==> src/rtl/sevenseg_scan.sv <==
// -----------------------------------------------------------------------------
// sevenseg_scan
//
// Time-multiplexed driver for an N-digit common-anode seven-segment display.
// A packed hex word and per-digit decimal points are captured into a shadow
// register on a load strobe. The display is then scanned one digit at a time.
// An optional all-off gap between digits suppresses ghosting.
//
// Scan timeline per digit: BLANK for BLANK_CYC cycles, then SHOW for CLK_DIV
// cycles. The anode and segment pins are registered from the current state,
// so they trail the state machine by one clock.
//
// Ports:
//   clk         system clock
//   rst_n       asynchronous active-low reset
//   load        single-cycle strobe; captures data_in/dp_in into the shadow
//   data_in     hex nibbles, digit k = data_in[4k+3:4k], digit 0 rightmost
//   dp_in       decimal point per digit, 1 = lit
//   blank_mask  1 = force digit dark (sampled live, not shadowed)
//   lz_en       leading-zero suppression enable (sampled live)
//   segments    {dp,g,f,e,d,c,b,a}, registered, polarity set by SEG_ACT_LOW
//   anodes      digit enables, registered, polarity set by AN_ACT_LOW
//   digit_idx   index of the digit being shown, or about to be shown
//   frame_done  one-cycle pulse when the SHOW of the last digit ends
// -----------------------------------------------------------------------------
module sevenseg_scan #(
  parameter int N_DIGITS    = 8,
  parameter int CLK_DIV     = 50000,
  parameter int BLANK_CYC   = 2,
  parameter bit SEG_ACT_LOW = 1'b1,
  parameter bit AN_ACT_LOW  = 1'b1,
  // Derived width, exposed so the digit_idx port can be sized
  parameter int IDX_W       = (N_DIGITS > 1) ? $clog2(N_DIGITS) : 1
) (
  input  logic                  clk,
  input  logic                  rst_n,
  input  logic                  load,
  input  logic [4*N_DIGITS-1:0] data_in,
  input  logic [N_DIGITS-1:0]   dp_in,
  input  logic [N_DIGITS-1:0]   blank_mask,
  input  logic                  lz_en,
  output logic [7:0]            segments,
  output logic [N_DIGITS-1:0]   anodes,
  output logic [IDX_W-1:0]      digit_idx,
  output logic                  frame_done
);

  // ---------------------------------------------------------------------------
  // Derived constants
  // ---------------------------------------------------------------------------
  // One counter serves both phases, so it must span the longer of the two.
  localparam int CNT_MAX = (CLK_DIV > BLANK_CYC) ? CLK_DIV : BLANK_CYC;
  localparam int CNT_W   = (CNT_MAX > 1) ? $clog2(CNT_MAX) : 1;

  localparam logic [CNT_W-1:0] SHOW_LAST  = CNT_W'(CLK_DIV - 1);
  localparam logic [CNT_W-1:0] BLANK_LAST = CNT_W'((BLANK_CYC > 0) ? BLANK_CYC - 1 : 0);
  localparam logic [IDX_W-1:0] IDX_LAST   = IDX_W'(N_DIGITS - 1);
  localparam bit               HAS_GAP    = (BLANK_CYC > 0);

  // "Off" levels on the pins for each polarity choice
  localparam logic [7:0]          SEG_OFF = SEG_ACT_LOW ? 8'hFF : 8'h00;
  localparam logic [N_DIGITS-1:0] AN_OFF  = AN_ACT_LOW ? {N_DIGITS{1'b1}} : {N_DIGITS{1'b0}};

  typedef enum logic {
    ST_BLANK = 1'b0,
    ST_SHOW  = 1'b1
  } state_t;

  // Without a gap there is no BLANK phase at all, including after reset.
  localparam state_t RST_STATE = HAS_GAP ? ST_BLANK : ST_SHOW;

  // ---------------------------------------------------------------------------
  // Hex to active-low segment pattern, bits {g,f,e,d,c,b,a}
  // ---------------------------------------------------------------------------
  function automatic logic [6:0] hex_to_seg(input logic [3:0] nib);
    logic [6:0] pat;
    case (nib)
      4'h0:    pat = 7'h40;
      4'h1:    pat = 7'h79;
      4'h2:    pat = 7'h24;
      4'h3:    pat = 7'h30;
      4'h4:    pat = 7'h19;
      4'h5:    pat = 7'h12;
      4'h6:    pat = 7'h02;
      4'h7:    pat = 7'h78;
      4'h8:    pat = 7'h00;
      4'h9:    pat = 7'h10;
      4'hA:    pat = 7'h08;
      4'hB:    pat = 7'h03;
      4'hC:    pat = 7'h46;
      4'hD:    pat = 7'h21;
      4'hE:    pat = 7'h06;
      default: pat = 7'h0E;
    endcase
    return pat;
  endfunction

  // ---------------------------------------------------------------------------
  // Shadow register
  // ---------------------------------------------------------------------------
  logic [4*N_DIGITS-1:0] shadow_data_reg;
  logic [N_DIGITS-1:0]   shadow_dp_reg;

  always_ff @(posedge clk or negedge rst_n) begin
    if (!rst_n) begin
      shadow_data_reg <= '0;
      shadow_dp_reg   <= '0;
    end else if (load) begin
      shadow_data_reg <= data_in;
      shadow_dp_reg   <= dp_in;
    end
  end

  // ---------------------------------------------------------------------------
  // Per-digit views of the shadow
  // ---------------------------------------------------------------------------
  logic [3:0]          nibbles [N_DIGITS];
  logic [N_DIGITS-1:0] upper_zero;   // upper_zero[k]: nibbles k..N-1 are all zero

  generate
    for (genvar gi = 0; gi < N_DIGITS; gi++) begin : g_digit
      assign nibbles[gi]    = shadow_data_reg[4*gi +: 4];
      assign upper_zero[gi] = (shadow_data_reg[4*N_DIGITS-1 : 4*gi] == '0);
    end
  endgenerate

  // ---------------------------------------------------------------------------
  // Scan state
  // ---------------------------------------------------------------------------
  state_t           state_reg;
  logic [CNT_W-1:0] cnt_reg;

  // ---------------------------------------------------------------------------
  // Next pin values, derived from the current state and the live controls
  // ---------------------------------------------------------------------------
  logic [3:0]          cur_nib;
  logic                cur_dp;
  logic                cur_dark;
  logic [7:0]          seg_al;     // active-low pattern before polarity
  logic [N_DIGITS-1:0] an_onehot;
  logic [7:0]          seg_next;
  logic [N_DIGITS-1:0] an_next;

  assign cur_nib = nibbles[digit_idx];
  assign cur_dp  = shadow_dp_reg[digit_idx];

  // Digit 0 is never suppressed as a leading zero, so "0" still shows.
  assign cur_dark = blank_mask[digit_idx] ||
                    (lz_en && (digit_idx != '0) && upper_zero[digit_idx]);

  always_comb begin
    seg_next  = SEG_OFF;
    an_next   = AN_OFF;
    seg_al    = 8'hFF;
    an_onehot = '0;
    if (state_reg == ST_SHOW) begin
      an_onehot = {{(N_DIGITS-1){1'b0}}, 1'b1} << digit_idx;
      an_next   = AN_ACT_LOW ? ~an_onehot : an_onehot;
      // A dark digit keeps its anode driven but lights nothing, dp included.
      if (!cur_dark) begin
        seg_al = {~cur_dp, hex_to_seg(cur_nib)};
      end
      seg_next = SEG_ACT_LOW ? seg_al : ~seg_al;
    end
  end

  // ---------------------------------------------------------------------------
  // Scan FSM with registered outputs
  // ---------------------------------------------------------------------------
  always_ff @(posedge clk or negedge rst_n) begin
    if (!rst_n) begin
      state_reg  <= RST_STATE;
      cnt_reg    <= '0;
      digit_idx  <= '0;
      segments   <= SEG_OFF;
      anodes     <= AN_OFF;
      frame_done <= 1'b0;
    end else begin
      segments   <= seg_next;
      anodes     <= an_next;
      frame_done <= 1'b0;
      case (state_reg)
        ST_BLANK: begin
          if (cnt_reg == BLANK_LAST) begin
            cnt_reg   <= '0;
            state_reg <= ST_SHOW;
          end else begin
            cnt_reg <= cnt_reg + CNT_W'(1);
          end
        end
        ST_SHOW: begin
          if (cnt_reg == SHOW_LAST) begin
            cnt_reg    <= '0;
            digit_idx  <= (digit_idx == IDX_LAST) ? '0 : digit_idx + IDX_W'(1);
            state_reg  <= HAS_GAP ? ST_BLANK : ST_SHOW;
            frame_done <= (digit_idx == IDX_LAST);
          end else begin
            cnt_reg <= cnt_reg + CNT_W'(1);
          end
        end
        default: begin
          cnt_reg   <= '0;
          state_reg <= RST_STATE;
        end
      endcase
    end
  end

endmodule

==> config.mk <==
export PLATFORM = sky130hd
export DESIGN_NAME = sevenseg_scan
export DESIGN_NICKNAME = d
export VERILOG_FILES = /design/src/rtl/sevenseg_scan.sv
export SDC_FILE = /design/constraint.sdc
export NUM_CORES = 1
export LEC_CHECK = 0
export BUFFER_PORTS_ARGS = -buffer_cell sky130_fd_sc_hd__buf_2
export CAP_MARGIN = 15
export CORE_UTILIZATION = 55
export CTS_CLUSTER_SIZE = 8
export DETAILED_ROUTE_END_ITERATION = 10
export PLACE_DENSITY = 0.79
export SLEW_MARGIN = 30
export SYNTH_ARGS = -nofsm -noshare
export SYNTH_HDL_FRONTEND = slang
export SYNTH_SLANG_ARGS = --single-unit
==> constraint.sdc <==
create_clock -name clk -period 3.1 [get_ports clk]
set_clock_uncertainty 0.05 [all_clocks]
set_input_delay 0.155 -clock clk [delete_from_list [all_inputs] [get_ports clk]]
set_output_delay 0.155 -clock clk [all_outputs]
set_load 0.05 [all_outputs]
Word level (Yosys, flattened, before mapping)
Memories as Yosys holds them, arrays and structs flattened.
Cells that the tools add are included.

cells by class
  add/sub/neg operators = 2
  magnitude comparators = 2
  eq/ne operators = 3
  shift-type cells = 1
  mux-type cells = 21
  bitwise operators = 4
  reductions and logical operators = 13

operators by type and width
  operator               count
  $logic_not 32->1       1
  $mux 16                2
  $pmux 16 s2            1
  $logic_not 28->1       1
  $logic_not 24->1       1
  $mux 8                 3
  $logic_not 20->1       1
  $add 16x1->16 const B  1
  $eq 16x1->1 const B    1
  $eq 16x16->1 const B   1
  $logic_not 16->1       1
  $bmux 4 s3             1
  $logic_not 12->1       1
  $bmux 1 s3             3
  $logic_not 8->1        1
  $mux 4                 2
  $not 8->8              1
  $shl 1x3->8 const A    1
  $mux 1                 7
  $ge 4x4->1 const B     1
  $logic_not 4->1        1
  $lt 3x4->1 const B     1
  $not 3->4              1
  $add 3x1->3 const B    1
  other kinds (8)        10

word-level totals
  bits in registers = 77
  memory bits (read-only) = 112
  output and inout bits = 20
  logic and storage cells = 55
  memories = 1

memory list
  memory            words  bits a word  rd ports  clocked after memory_dff  wr ports  RTL line  RTL
  (name not given)  16     7            1         0                         0         77        case (nib)

Logic depth before layout (Yosys ltp)
Gate-level depths: netlist (run 1).

  depth in word-level cells = 7
  mapped depth = 10
  depth with buffers taken out = 8

Worst setup path before layout (run 1)
Ideal clock, no wire load.

  path kind = flip-flop to flip-flop
  start = register digit_idx[2]
  end = register segments[6]
  arrival = 2,824 ps
  data required time = 2,945 ps
  path slack = 121 ps
  stages on the path, launching flop included = 10
  buffers on the path = 2
  clock period less this slack = 2,979 ps
  cells stage by stage = dfrtp_1 -> clkbuf_1 -> buf_1 -> mux4_2 -> mux2i_1 -> inv_1 -> ha_1 -> mux2_2 -> a22oi_1 -> o21ai_0

on the way
  cells in the longest elaborated chain, start to end = 7

RTL lines
  item                                       RTL line  RTL
  start, declared                            44        output logic [IDX_W-1:0] digit_idx,
  start signal, assigned                     194       digit_idx <= (digit_idx == IDX_LAST) ? '0 : digit_idx + IDX_W'(1);
  $not 3->4 (not written as such)            144       assign cur_nib = nibbles[digit_idx];
  $bmux 4 s3                                 144
  $mux 4 (not written as such) (2 in a row)  144
  $mem_v2 16x7                               n/a
  $mux 8 (*)                                 160       if (!cur_dark) begin
  $mux 8 (*)                                 156       if (state_reg == ST_SHOW) begin
  net seg_next[6]                            141       logic [7:0] seg_next;
  end signal, assigned                       179       segments <= seg_next;
  end, declared                              42        output logic [7:0] segments,

The timed path passes the listed nets; every way through them passes the cells marked *. The select of a mux whose other input is x is not followed.
A chain may end at the register's enable or synchronous reset.

Worst setup path in the final report (run 1)
  start = register digit_idx[0]
  end = register segments[1]

The elaborated chain is that of the path after synthesis.

==> results.sh, run 1 <==
export IMPL_min_cycle_time_layout_ns=2.61
export IMPL_worst_r2r_path_depth=4
export IMPL_synth_seq_cells=77
export IMPL_layout_cells_most_common_list="71 x sky130_fd_sc_hd__buf_2, 61 x sky130_fd_sc_hd__dfrtp_1, 41 x sky130_fd_sc_hd__mux2_2, 41 x sky130_fd_sc_hd__dlygate4sd3_1, 22 x sky130_fd_sc_hd__nand2_1"
export IMPL_fin_crit_sh=0.843
export IMPL_finalWirelength_mm=8.13
export IMPL_critical_path_fanouts_max=12
export IMPL_vias=2761
export IMPL_slew_viol_final=0
export IMPL_postLayoutSetupSlackWorst_ns=0.487
export IMPL_detail_route_drc_violations=4
export IMPL_initial_utilization=0.580
export IMPL_numClockSinks=77
export IMPL_mappedNetlistArea_um2=3750
export IMPL_critPathTopFamily="compound AO/OA/AOI/OAI gates"
export IMPL_slowest_delay_ns=0.71
export IMPL_via_per_inst=5.51
export IMPL_hold_viol_final=0
export IMPL_critical_path_cell_chain="buf_4 > mux4_2 > a2111oi_2 > o221ai_1"
export IMPL_grt_met2_usage=0.426
export IMPL_ctsLongestPathBuffers=2
export IMPL_max_cap_viol_count=0
export IMPL_groute_layer_met1_usage=0.319
export IMPL_highest_achievable_clock_rate_mhz=383
export IMPL_post_dp_hpwl_mm=5.40
export IMPL_total_power_w=0.00222
export IMPL_design_final_nets=485
export IMPL_path_class="reg2reg"
export IMPL_worstReg2RegEnd="segments[1]"
export IMPL_placementRows=29
export IMPL_fp_dieW_um=84.5
export IMPL_cell_internal_pwr_w=0.00165
export IMPL_critPathLaunchType="flop"
export IMPL_worst_ir_drop_vdd_mv=0.373
export IMPL_antenna_found_initial=0
export IMPL_setup_violations=0
export IMPL_die_outline_area_um2=7150
export IMPL_setup_worst_path_end_class="flop"
export IMPL_finalCoreUtilization=0.744
export IMPL_rsz0062_at_grt="false"
export IMPL_synth_top_flop_cell="sky130_fd_sc_hd__dfrtp_1"
export IMPL_netlist_cell_type_count=40
export IMPL_reg2reg_setup_slack_ns=0.49
export IMPL_track_usage=0.253
export IMPL_cp_num_buf_inv=1
export IMPL_worstPathRequired_ns=3.30
export IMPL_pwr_share_clk=0.334
export IMPL_synthesis_nets=367
export IMPL_inserted_diodes=0
export IMPL_postSynthAreaPerCell_um2=12.4
export IMPL_failing_checks="design-rule violations"
export IMPL_setup_tns_ns=0
export IMPL_postSynthCellCount=301
export IMPL_largest_register_ff_count=32
export IMPL_ys_async_sr_fraction=1.00
export IMPL_worstSetupStartpoint="digit_idx[0]"
export IMPL_gpl_wtd_cong=0.869
export IMPL_worstMarginPinSlew_ns=0.862
export IMPL_net_switching_power_w=0.000572
export IMPL_cts_htree_levels=3
export IMPL_cts_inserted_buffers=9
export IMPL_cp_data_arrival_time_ns=2.81
export IMPL_met3_usage=0.0649
export IMPL_cts_setup_buffers=0
export IMPL_power_density_nw_per_um2=463
export IMPL_grt_pass1_wl_mm=13.8
export IMPL_postRouteAntennaNets=0
export IMPL_drive_gt1_frac=0.380
export IMPL_combPwrFrac=0.156
export IMPL_worst_skew_pair_late_latency_ns=0.35
export IMPL_firstDrtPassIters=8
export IMPL_slew_headroom=0.425
export IMPL_part_of_the_yosys_area_used_for_sequential_elements=0.520
export IMPL_fp_coreArea_um2=6460
export IMPL_clk_transition_reported_paths_ns=0.08
export IMPL_layout_commonest_cell="sky130_fd_sc_hd__buf_2"
export IMPL_via_count_of_the_first_global_routing_pass=2901
export IMPL_placement_io_buffers=71
export IMPL_sequentialPowerShare=0.510
export IMPL_critical_path_slowest_cell="sky130_fd_sc_hd__dfrtp_1"
export IMPL_grt_max_degree=78
export IMPL_min_path_type="in2async"
export IMPL_grt_overflow=0
export IMPL_power_share_switching=0.257
export IMPL_cts_tree="built"
export IMPL_initialDrtViolationCount=140
export IMPL_status="complete, but fails checks"
export IMPL_dpl_worst_slack_ns=0.457
export IMPL_grt_most_used_layer="met2"
export IMPL_die_height_um=84.5
export IMPL_root_buffer_master="sky130_fd_sc_hd__clkbuf_8"
export IMPL_ys_warnings_count=0
export IMPL_number_of_top_level_pins=72
export IMPL_route_detailed_wl_per_inst_um=16.2
export IMPL_cellLeakagePower_nw=2.16
export IMPL_area_delta_synth_final_pct=28.2
export IMPL_crit_reg2reg_launch="digit_idx[0]"
export IMPL_synth_edf_count=0
power by group through the flow:
stage | sequential (W) | clock [W] | combinational, W
floorplan | 0.00119 | 0 | 0.000147
global placement | 0.00115 | 0 | 0.000299
detailed placement | 0.00115 | 0 | 0.000304
CTS | 0.00113 | 0.000751 | 0.000343
global route | 0.00114 | 0.000801 | 0.000375
finish | 0.00113 | 0.000743 | 0.000347
cell families (layout without fill, tap and decap cells):
logic type,Yosys count,after routing,share of synthesized area
muxes,58,58,0.209
DFF,77,77,0.520
buffers and inverters,27,150,0.0304
xor gates and xnor gates,14,14,0.0327
AOI/OAI and AO/OA,27,27,0.0511
adders and majority gates,14,14,0.0467
and+or+nand+nor,84,84,0.111
worst max path at each step:
| stage | end | slack [ns] | cells past startpoint |
|---|---|---|---|
| 2_1_floorplan | segments[6] | 0.12 | 9 |
| 3_3_place_gp | segments[1] | 0.49 | 4 |
| 5_1_grt | segments[4] | 0.25 | 4 |
| 3_5_place_dp | segments[4] | 0.46 | 4 |
| 6_report | segments[1] | 0.49 | 4 |
| 4_1_cts | segments[4] | 0.44 | 4 |
cell type report:
cell class	instances	area (um^2)
Timing Repair Buffer	119	831
Clock buffer	15	156
Fill cell	437	1660
Inverter	15	56.3
Clock inverter	1	30.0
Tap cell	77	96.3
Sequential cell	77	1950
Multi-Input combinational cell	197	1690
worst min-delay path: cells and delay by family:
family,cells,cell delay (ns)
buffers and inverters,3,0.98
metrics by stage:
step           cell area [um^2]  hold slack, ns  instances
4_1_cts                    4790          0.0136        500
3_3_place_gp               4210           0.163        444
3_5_place_dp               4210           0.171        444
6_report                   4800           0.326        501
2_1_floorplan              3750          -0.191        301
5_1_grt                    4800           0.353        501
synthesized netlist by cell type (all sizes together), types with 4 or more instances:
cell type,n,area share
nor3,7,0.0093
nand3,13,0.017
inv,14,0.014
buf,9,0.012
mux4,12,0.072
dfstp,16,0.11
ha,14,0.047
nor4,9,0.017
xnor2,11,0.026
mux2,41,0.12
dfrtp,61,0.41
and3,4,0.0067
mux2i,5,0.013
nand4,4,0.0067
nand2,22,0.022
o21ai,9,0.012
nor2,17,0.017
per-layer routing:
metal / wire length, um / up-vias
met1: 3500 / 1337
met4: 144 / 0
met2: 4120 / 90
li1: - / 1318
met5: 0 / -
met3: 364 / 16
repair_timing:
item / 4_1_cts / 5_1_grt
hold endpoints to repair: 100 / 1
hold buffers: 40 / 1
resized for setup: 0 / 0
Note: power is estimated with default switching activity, not from simulation.
==> inputs of run 2 (changes only) <==
--- a/config.mk
+++ b/config.mk
@@ -5,12 +5,13 @@
 export SDC_FILE = /design/constraint.sdc
 export NUM_CORES = 1
 export LEC_CHECK = 0
+export ABC_AREA = 1
 export BUFFER_PORTS_ARGS = -buffer_cell sky130_fd_sc_hd__buf_2
 export CAP_MARGIN = 15
-export CORE_UTILIZATION = 55
+export CORE_UTILIZATION = 56
 export CTS_CLUSTER_SIZE = 8
 export DETAILED_ROUTE_END_ITERATION = 10
-export PLACE_DENSITY = 0.79
+export PLACE_DENSITY = 0.8
 export SLEW_MARGIN = 30
 export SYNTH_ARGS = -nofsm -noshare
 export SYNTH_HDL_FRONTEND = slang
==> constraint.sdc (replaced) <==
create_clock -name clk -period 2.5 [get_ports clk]
set_clock_uncertainty 0.05 [all_clocks]
set_input_delay 0.125 -clock clk [delete_from_list [all_inputs] [get_ports clk]]
set_output_delay 0.125 -clock clk [all_outputs]
set_load 0.05 [all_outputs]
==> run 2 against run 1 <==
Effect of this change:
- the run now ends clean
- clock-buffer cell count shrank 3
- largest cell class unchanged
- register-to-register slack gained 0.02 ns
- global-route usage grew 2.7 points
- critical path type unchanged
- highest routed layer unchanged
- final area grew 7.8%
- setup slack gained 0.016 ns
==> results.sh, run 2 <==
export IMPL_vias=3788
export IMPL_slew_viol_final=0
export IMPL_fin_crit_sh=0.799
export IMPL_antenna_found_initial=0
export IMPL_clk_transition_reported_paths_ns=0.08
export IMPL_grt_max_degree=73
export IMPL_worstReg2RegEnd="segments[3]"
export IMPL_min_path_cells=5
export IMPL_route_detailed_wl_per_inst_um=13.6
export IMPL_hold_end="segments[2]"
export IMPL_initial_utilization=0.593
export IMPL_status="finished clean"
export IMPL_slowest_delay_ns=0.39
export IMPL_place_detailed_instances=671
export IMPL_netlist_cell_type_count=36
export IMPL_cts_htree_levels=3
export IMPL_reg2reg_setup_slack_ns=0.50
export IMPL_fp_coreArea_um2=6980
export IMPL_max_cap_viol_count=0
export IMPL_via_per_inst=5.20
export IMPL_design_final_nets=693
export IMPL_finalWirelength_mm=9.90
export IMPL_hold_viol_final=0
export IMPL_timing_critical_path_mode_cell="sky130_fd_sc_hd__nand2_1"
export IMPL_layout_commonest_cell="sky130_fd_sc_hd__nand2_1"
export IMPL_postLayoutSetupSlackWorst_ns=0.503
export IMPL_synth_seq_cells=77
export IMPL_cts_setup_buffers=0
export IMPL_placementRows=30
export IMPL_crit_reg2reg_launch="digit_idx[0]"
export IMPL_grt_pass1_wl_mm=16.5
export IMPL_synth_top_flop_cell="sky130_fd_sc_hd__dfrtp_1"
export IMPL_die_outline_area_um2=7740
export IMPL_critPathLaunchType="flop"
export IMPL_cts_inserted_buffers=9
export IMPL_postRouteAntennaNets=0
export IMPL_worst_r2r_path_depth=13
export IMPL_worst_ir_drop_vdd_mv=0.422
export IMPL_timing_hold_worst_start="lz_en"
export IMPL_cp_data_arrival_time_ns=2.23
export IMPL_cts_tree="built"
export IMPL_setup_tns_ns=0
export IMPL_area_delta_synth_final_pct=25.0
export IMPL_critical_path_slowest_cell="sky130_fd_sc_hd__dfrtp_1"
export IMPL_track_usage=0.280
export IMPL_die_height_um=88.0
export IMPL_numClockSinks=77
export IMPL_power_density_nw_per_um2=534
export IMPL_min_path_type="in2reg"
export IMPL_slew_headroom=0.508
export IMPL_root_buffer_master="sky130_fd_sc_hd__clkbuf_8"
export IMPL_critical_path_cell_chain="inv_2 > nand2_1 > nand3_1 > nand3_1 > nand2_2 > inv_2 > ha_1 > nand3_1 > nand2_1 > nand2_1 > nand2_1 > nor2_1 > nand2_1"
export IMPL_synth_top_cell_area_share=0.369
export IMPL_critical_path_fanouts_max=25
export IMPL_drive_gt1_frac=0.214
export IMPL_fp_dieW_um=88.0
export IMPL_detail_route_drc_violations=0
export IMPL_highest_achievable_clock_rate_mhz=501
export IMPL_mappedNetlistArea_um2=4140
export IMPL_rsz0062_at_grt="false"
export IMPL_layout_cells_most_common_list="147 x sky130_fd_sc_hd__nand2_1, 71 x sky130_fd_sc_hd__buf_2, 61 x sky130_fd_sc_hd__dfrtp_1"
export IMPL_post_synth_top_area_cell="sky130_fd_sc_hd__dfrtp_1"
export IMPL_dpl_worst_slack_ns=0.533
export IMPL_synth_cells_most_frequent="147 x sky130_fd_sc_hd__nand2_1, 61 x sky130_fd_sc_hd__dfrtp_1, 57 x sky130_fd_sc_hd__inv_1, 48 x sky130_fd_sc_hd__nor2_1, 42 x sky130_fd_sc_hd__nand3_1"
export IMPL_ctsLongestPathBuffers=2
export IMPL_min_cycle_time_layout_ns=2.00
export IMPL_final_instance_count_excl_fill=728
export IMPL_synth_edf_count=0
export IMPL_inserted_diodes=0
export IMPL_setup_violations=0
export IMPL_grt_overflow=0
export IMPL_setup_worst_path_end_class="flop"
export IMPL_largest_register_ff_count=32
export IMPL_ys_async_sr_fraction=1.00
export IMPL_synth_top_cells_by_area="sky130_fd_sc_hd__dfrtp_1 37%, sky130_fd_sc_hd__nand2_1 13%, sky130_fd_sc_hd__dfstp_2 10%, sky130_fd_sc_hd__inv_1 5.2%, sky130_fd_sc_hd__nand3_1 5.1%"
export IMPL_firstDrtPassIters=6
export IMPL_part_of_the_yosys_area_used_for_sequential_elements=0.470
export IMPL_ys_warnings_count=0
export IMPL_placement_io_buffers=71
export IMPL_postSynthAreaPerCell_um2=8.01
export IMPL_cts_resized=0
export IMPL_via_count_of_the_first_global_routing_pass=3632
export IMPL_worst_skew_pair_late_latency_ns=0.35
export IMPL_final_hold_worst_slack_ns=0.261
export IMPL_path_class="reg2reg"
export IMPL_total_power_w=0.00276
export IMPL_postSynthCellCount=517
export IMPL_initialDrtViolationCount=308
export IMPL_yosys_cell_count_top_type="sky130_fd_sc_hd__nand2_1"
export IMPL_post_dp_hpwl_mm=6.79
export IMPL_number_of_top_level_pins=72
export IMPL_worstPathRequired_ns=2.73
export IMPL_cellLeakagePower_nw=2.66
export IMPL_gpl_wtd_cong=0.905
export IMPL_synthesis_nets=583
export IMPL_worstMarginPinSlew_ns=0.739
[run 2: report_power, final]
| part | internal (W) | total [W] | switching (W) |
|---|---|---|---|
| combinational | 0.000169 | 0.000428 | 0.000259 |
| clock | 0.000508 | 0.000971 | 0.000464 |
| sequential | 0.00133 | 0.00137 | 0.0000372 |
| total | 0.00200 | 0.00276 | 0.000760 |
[run 2: kinds of logic after synthesis]
| group | count (synthesis) | synth area share |
|---|---|---|
| adder cells (fa/ha/maj) | 14 | 0.0423 |
| XOR/XNOR | 7 | 0.0148 |
| AO/OA/AOI/OAI | 61 | 0.0801 |
| buffers and inverters | 80 | 0.0846 |
| multiplexers | 8 | 0.0218 |
| flip-flops | 77 | 0.470 |
| AND/OR/NAND/NOR | 270 | 0.286 |
[run 2: final cells by class]
type,count,area [um^2]
Sequential cell,77,1950
Multi-Input combinational cell,360,1840
Fill cell,540,1810
Timing Repair Buffer,118,823
Inverter,61,229
Clock buffer,12,188
Tap cell,96,120
Clock inverter,4,25.0
[run 2: critical path: cells and delay by family (launching register included)]
family,cells,cell delay (ns)
buf+inv,2,0.37
fa+ha+maj,1,0.22
simple gates,10,0.89
flops,1,0.39
[run 2: layer usage]
layer  vias to the layer above  global-route usage  share of wire
li1                       1858                   -              -
met1                      1775               0.352           0.44
met2                       135               0.485           0.49
met3                        20              0.0566          0.052
met4                         0              0.0894          0.018
met5                         -                   0              0
[run 2: how the worst max path moves through the flow]
stage | start | depth (start not counted) | slack, ns | endpoint
floorplan | digit_idx[0] | 14 | 0.34 | segments[0]
global placement | digit_idx[0] | 13 | 0.59 | segments[0]
detailed placement | digit_idx[0] | 13 | 0.53 | segments[0]
CTS | digit_idx[0] | 13 | 0.52 | segments[0]
global route | digit_idx[0] | 13 | 0.24 | segments[0]
finish | digit_idx[0] | 13 | 0.50 | segments[3]
[run 2: through the flow]
step / area, um^2 / util
after floorplan: 4140 / -
after global placement: 4550 / 0.652
after detailed placement: 4550 / 0.652
after CTS: 5180 / 0.741
after global routing: 5180 / 0.741
final: 5180 / 0.741
[run 2: what timing repair did]
| item | 4_1_cts | 5_1_grt |
|---|---|---|
| hold buffers | 41 | 0 |
| hold endpoints to repair | 56 | 0 |
| setup endpoints to repair | 0 | 0 |
